**src/rtl/pc_unit_if.sv**
```systemverilog
// Bus between the control FSM and the program-counter unit. The FSM drives the
// next-PC select, target operands and exception controls. The PC unit returns
// the current PC, the PC+INC value and the exception state.
interface pc_unit_if #(
  parameter int WD = 32
);
  logic          enable;
  logic [1:0]    pc_src;
  logic [WD-1:0] alu_result;
  logic [WD-1:0] alu_out;
  logic [25:0]   jump_index;
  logic [WD-1:0] reg_target;
  logic          exc_req;
  logic [4:0]    exc_code;
  logic          eret;
  logic [WD-1:0] pc;
  logic [WD-1:0] pc_plus;
  logic [WD-1:0] epc;
  logic [4:0]    cause;
  logic          in_exc;
  logic          pending;

  // Control side (FSM)
  modport master (
    output enable, pc_src, alu_result, alu_out, jump_index, reg_target,
           exc_req, exc_code, eret,
    input  pc, pc_plus, epc, cause, in_exc, pending
  );

  // PC unit side
  modport slave (
    input  enable, pc_src, alu_result, alu_out, jump_index, reg_target,
           exc_req, exc_code, eret,
    output pc, pc_plus, epc, cause, in_exc, pending
  );
endinterface

```
**src/rtl/pc_unit.sv**
```systemverilog
// Program-counter unit for the multicycle MIPS core. It holds the PC and picks
// the next PC from the sequential, ALU, jump and register sources. It also
// provides precise exception entry and return, with EPC/cause capture and a
// latched pending request. A second request is held off while the handler runs.
// A misaligned fetch target traps to the handler.
module pc_unit #(
  parameter int            WD        = 32,
  parameter logic [WD-1:0] RESET_VEC = WD'(32'h0040_0000),
  parameter logic [WD-1:0] EXC_VEC   = WD'(32'h8000_0180),
  parameter int            INC       = 4,
  parameter logic [4:0]    ADE_CODE  = 5'd4
) (
  input logic      clk,
  input logic      reset,
  pc_unit_if.slave bus
);

  localparam logic [WD-1:0] INC_W = WD'(INC);

  // Handler mode: the in_exc flag, kept as a two-state machine.
  typedef enum logic {
    MODE_RUN     = 1'b0,
    MODE_HANDLER = 1'b1
  } mode_t;

  mode_t         mode_reg, mode_next;
  logic [WD-1:0] pc_reg, pc_next;
  logic [WD-1:0] epc_reg, epc_next;
  logic [4:0]    cause_reg, cause_next;
  logic          pending_reg, pending_next;
  logic [4:0]    pend_code_reg, pend_code_next;

  logic [WD-1:0] pc_plus_w;
  logic [WD-1:0] jump_target;
  logic [WD-1:0] nxt;
  logic          take_exc;
  logic          do_ret;
  logic          misaligned;

  // Sequential successor, jump target and next-PC source mux.
  always_comb begin
    pc_plus_w   = pc_reg + INC_W;
    jump_target = {pc_plus_w[WD-1:28], bus.jump_index, 2'b00};
    nxt         = bus.alu_result;
    case (bus.pc_src)
      2'd0:    nxt = bus.alu_result;
      2'd1:    nxt = bus.alu_out;
      2'd2:    nxt = jump_target;
      default: nxt = bus.reg_target;
    endcase
  end

  // Next-state logic. Exception entry has priority over return, return over
  // the misalignment trap, and the trap over the normal PC update.
  always_comb begin
    pc_next        = pc_reg;
    epc_next       = epc_reg;
    cause_next     = cause_reg;
    mode_next      = mode_reg;
    pending_next   = pending_reg;
    pend_code_next = pend_code_reg;

    take_exc   = (pending_reg || bus.exc_req) && (mode_reg == MODE_RUN);
    do_ret     = bus.eret && (mode_reg == MODE_HANDLER);
    misaligned = (nxt[1:0] != 2'b00) && (mode_reg == MODE_RUN);

    // The first request is latched. Later requests are dropped until it is taken.
    if (!pending_reg && bus.exc_req) begin
      pending_next   = 1'b1;
      pend_code_next = bus.exc_code;
    end

    if (bus.enable) begin
      if (take_exc) begin
        epc_next     = pc_reg;
        cause_next   = pending_reg ? pend_code_reg : bus.exc_code;
        pc_next      = EXC_VEC;
        mode_next    = MODE_HANDLER;
        pending_next = 1'b0;
      end else if (do_ret) begin
        // A request held during the handler stays pending and is taken on
        // the next enabled cycle.
        pc_next   = epc_reg;
        mode_next = MODE_RUN;
      end else if (misaligned) begin
        epc_next   = pc_reg;
        cause_next = ADE_CODE;
        pc_next    = EXC_VEC;
        mode_next  = MODE_HANDLER;
      end else begin
        // Inside the handler a misaligned target is trusted and followed.
        pc_next = nxt;
      end
    end
  end

  // State registers. Reset clears everything, including an active handler.
  always_ff @(posedge clk) begin
    if (reset) begin
      pc_reg        <= RESET_VEC;
      epc_reg       <= '0;
      cause_reg     <= '0;
      mode_reg      <= MODE_RUN;
      pending_reg   <= 1'b0;
      pend_code_reg <= '0;
    end else begin
      pc_reg        <= pc_next;
      epc_reg       <= epc_next;
      cause_reg     <= cause_next;
      mode_reg      <= mode_next;
      pending_reg   <= pending_next;
      pend_code_reg <= pend_code_next;
    end
  end

  assign bus.pc      = pc_reg;
  assign bus.pc_plus = pc_plus_w;
  assign bus.epc     = epc_reg;
  assign bus.cause   = cause_reg;
  assign bus.in_exc  = (mode_reg == MODE_HANDLER);
  assign bus.pending = pending_reg;

endmodule

```
**src/flat_wrapper.sv**
```systemverilog
// flat-port wrapper written by rule: the top's interface ports become plain ports
module pc_unit_flat 
#(
  parameter int            WD        = 32,
  parameter logic [WD-1:0] RESET_VEC = WD'(32'h0040_0000),
  parameter logic [WD-1:0] EXC_VEC   = WD'(32'h8000_0180),
  parameter int            INC       = 4,
  parameter logic [4:0]    ADE_CODE  = 5'd4
)
  (clk, reset, bus_enable, bus_pc_src, bus_alu_result, bus_alu_out, bus_jump_index, bus_reg_target, bus_exc_req, bus_exc_code, bus_eret, bus_pc, bus_pc_plus, bus_epc, bus_cause, bus_in_exc, bus_pending);
  pc_unit_if #(.WD(WD)) bus_i ();
  input logic clk;
  input logic reset;
  input wire logic [$bits(bus_i.enable)-1:0] bus_enable;
  input wire logic [$bits(bus_i.pc_src)-1:0] bus_pc_src;
  input wire logic [$bits(bus_i.alu_result)-1:0] bus_alu_result;
  input wire logic [$bits(bus_i.alu_out)-1:0] bus_alu_out;
  input wire logic [$bits(bus_i.jump_index)-1:0] bus_jump_index;
  input wire logic [$bits(bus_i.reg_target)-1:0] bus_reg_target;
  input wire logic [$bits(bus_i.exc_req)-1:0] bus_exc_req;
  input wire logic [$bits(bus_i.exc_code)-1:0] bus_exc_code;
  input wire logic [$bits(bus_i.eret)-1:0] bus_eret;
  output wire logic [$bits(bus_i.pc)-1:0] bus_pc;
  output wire logic [$bits(bus_i.pc_plus)-1:0] bus_pc_plus;
  output wire logic [$bits(bus_i.epc)-1:0] bus_epc;
  output wire logic [$bits(bus_i.cause)-1:0] bus_cause;
  output wire logic [$bits(bus_i.in_exc)-1:0] bus_in_exc;
  output wire logic [$bits(bus_i.pending)-1:0] bus_pending;
  assign bus_i.enable = bus_enable;
  assign bus_i.pc_src = bus_pc_src;
  assign bus_i.alu_result = bus_alu_result;
  assign bus_i.alu_out = bus_alu_out;
  assign bus_i.jump_index = bus_jump_index;
  assign bus_i.reg_target = bus_reg_target;
  assign bus_i.exc_req = bus_exc_req;
  assign bus_i.exc_code = bus_exc_code;
  assign bus_i.eret = bus_eret;
  assign bus_pc = bus_i.pc;
  assign bus_pc_plus = bus_i.pc_plus;
  assign bus_epc = bus_i.epc;
  assign bus_cause = bus_i.cause;
  assign bus_in_exc = bus_i.in_exc;
  assign bus_pending = bus_i.pending;
  pc_unit #(.WD(WD), .RESET_VEC(RESET_VEC), .EXC_VEC(EXC_VEC), .INC(INC), .ADE_CODE(ADE_CODE)) u_core (.clk(clk), .reset(reset), .bus(bus_i));
endmodule
```
**config.mk**
```make
export PLATFORM = sky130hd
export DESIGN_NAME = pc_unit_flat
export DESIGN_NICKNAME = d
export VERILOG_FILES = /design/src/rtl/pc_unit_if.sv /design/src/rtl/pc_unit.sv /design/src/flat_wrapper.sv
export SDC_FILE = /design/constraint.sdc
export NUM_CORES = 1
export LEC_CHECK = 0
export CORE_UTILIZATION = 40
export CTS_CLUSTER_SIZE = 25
export DETAILED_ROUTE_END_ITERATION = 6
export HOLD_SLACK_MARGIN = 0.03
export PLACE_DENSITY = 0.92
export RECOVER_POWER = 25
export SETUP_SLACK_MARGIN = 0.05
export SLEW_MARGIN = 25
export SYNTH_ARGS = -nofsm -noshare
export SYNTH_HDL_FRONTEND = slang
export SYNTH_SLANG_ARGS = --single-unit
```
**constraint.sdc**
```tcl
create_clock -name clk -period 2.65 [get_ports clk]
set_input_delay 0.53 -clock clk [delete_from_list [all_inputs] [get_ports clk]]
set_output_delay 0.53 -clock clk [all_outputs]
set_load 0.02 [all_outputs]
```
==> results_dict.tcl <==
set metrics [dict create \
    ys_seq_elements 76 \
    synth_flop_cell "dfxtp_1" \
    finish.utilization_pct 67.04 \
    die_w_um 107.9 \
    synthesis.area_um2 4489 \
    async_reset_ff_share_pct 0 \
    worstPathRequired_ns 2.91 \
    worst_slew_pin_slew_ns 1.044 \
    hp-class "flop to flop" \
    crit_path_end_kind "flop" \
    antenna_found_initial 0 \
    critPathKind "primary input to flop" \
    core_area_um2 10890 \
    ctsLongestPathBuffers 2 \
    ir_drop_v 0.0003698 \
    min_period_ns 2.536 \
    final_cell_mix "clkdlybuf4s50_1, nand2_1, dfxtp_1, buf_4, a21oi_1" \
    gp_congestion 0.8713 \
    use_met3_pct 7.836 \
    critPathMaxFanout 30 \
    syn-num-nets 658 \
    grt_pass1_vias 5242 \
    num_antenna_cells 0 \
    netlist_instances 523 \
    syn_to_final_growth_pct 62.60 \
    fin_nets 906 \
    seq_area_frac_synth_pct 33.89 \
    postCtsHoldBufs 0 \
    die_area_um2 11650 \
    via_count 5208 \
    dp.cells 899 \
    multi_input_area_um2 2718 \
    worst_skew_pair.late_latency_ns 0.34 \
    die_h_um 107.9 \
    holdPathStages 2 \
    leakage_nw 2.925 \
    hp-start "u_core.pend_code_reg[0]" \
    clk_pin_slew_ns 0.08 \
    drcViolationCount 0 \
    ios 237 \
    finalCritPeriodShare_pct 95.69 \
    fill_cells 830 \
    finClkSkew_ns 0.01127 \
    grt_max_degree 52 \
    max_cap_violations 0 \
    cts_tree "yes" \
    cts-root-buf "clkbuf_8" \
    drt-pass1-iter-count 7 \
    drt_iter0_drc 297 \
    syn_area_per_cell_um2 8.584 \
    busiest_layer "met2" \
    crit_path_start "bus_alu_out[1]" \
    ff2ff_path_depth 4 \
    slew_headroom_pct 30.38 \
    fp-row-count 38 \
    status "completed" \
    grt.overflow.total 0 \
    initial_core_util_pct 41.23 \
    drt-total-wl_mm 16.66 \
    use_met2_pct 51.73 \
    grt_first_pass_wirelength_mm 25.59 \
    r2r-start "u_core.bus.in_exc" \
    clock-sinks 76 \
    yosys_warnings 0 \
    worstPathArrival_ns 2.80 \
    rsz0062_at_grt "true" \
    setup_violations 0 \
    vias_per_cell 5.686 \
    grt_use_total_pct 28.41 \
    synth_edf_count 0 \
    start_kind "primary input" \
    power.density_nw_per_um2 410.7 \
    regArea_um2 1523 \
    place_hpwl_mm 12.80 \
    wl_per_cell_um 18.19 \
    final_common_cell "clkdlybuf4s50_1" \
    cts-buffers-inserted 9 \
    fmax_mhz 394.3 \
    synth.distinct_cells 57 \
    tns_ns 0 \
    h-tree-depth 3 \
    fin_cells 916 \
    ant_nets 0 \
    drv_slew 0 \
    grt_use_met1_pct 32.00 \
    layout-drive-gt1-share_pct 15.59 \
    hold_viol 0 \
    hold_ws_ns 0.4581 \
    io_buffers 236 \
]
## metrics by stage
step | cell area, µm² | power [mW] | worst slack (ns)
CTS | 7335 | 3.005 | 0.06461
floorplan | 4489 | 1.618 | 0.2243
global placement | 7109 | 2.032 | 0.1060
global route | 7300 | 3.100 | 0.003168
detailed placement | 7109 | 2.056 | 0.03180
finish | 7300 | 2.998 | 0.1141
## cells by family after synthesis
family | count (synthesis) | share of synthesized area, %
compound gates | 104 | 15.64
xor+xnor | 26 | 5.072
fa+ha+maj | 1 | 0.2787
buf+inv | 50 | 6.410
flops | 76 | 33.89
mux | 29 | 13.74
simple gates | 237 | 24.97
## final timing paths
path                                   to  slack [ns]
setup / recovery       u_core.bus.epc[12]        0.11
hold / removal    u_core.pend_code_reg[0]        0.46
setup reg to reg        u_core.bus.pc[18]        0.44
hold reg to reg   u_core.pend_code_reg[0]        0.46
## timing repair
action	in CTS	in global routing
buffers inserted	1	0
gates cloned	0	0
resized for setup	47	21
endpoints found under the setup margin	24	13
pin swaps	1	2
## routing by layer
layer / wire [µm] / up-vias / share of wire [%]
li1: - / 2373 / -
met1: 6152 / 2526 / 37
met2: 8842 / 281 / 53
met3: 1395 / 28 / 8.4
met4: 274 / 0 / 1.6
met5: 0 / - / 0
## final cells by class
type	instances	share of cell area [%]
Clock buffer	12	1.988
Inverter	4	0.2057
Timing Repair Buffer	283	36.32
Multi-Input combinational cell	397	37.23
Tap cell	140	2.400
Clock inverter	4	0.9942
Sequential cell	76	20.86
## cell usage after synthesis (8+ instances only)
cell type	number	area, µm²
nand2_1	129	484.2
xnor2_1	17	148.9
xor2_1	9	78.83
a22oi_1	24	180.2
nor2b_1	8	50.05
nand3_1	35	175.2
clkbuf_1	14	52.55
buf_2	20	100.1
a21oi_1	44	220.2
dfxtp_1	76	1521
mux4_2	26	585.6
nor2_1	18	67.56
## where the power goes
| group | switching (mW) | internal, mW | total, mW |
|---|---|---|---|
| clock | 0.425 | 0.556 | 0.981 |
| combinational | 0.377 | 0.417 | 0.795 |
| sequential | 0.0384 | 1.18 | 1.22 |
## critical path: stages
cell and delay (ns):
dlygate4sd3_1 0.52, mux2i_1 0.07, o21ai_0 0.78, o21a_1 0.40, buf_12 0.23, nand2_1 0.09
a21oi_1 0.16
(Power assumes the default switching activity.)
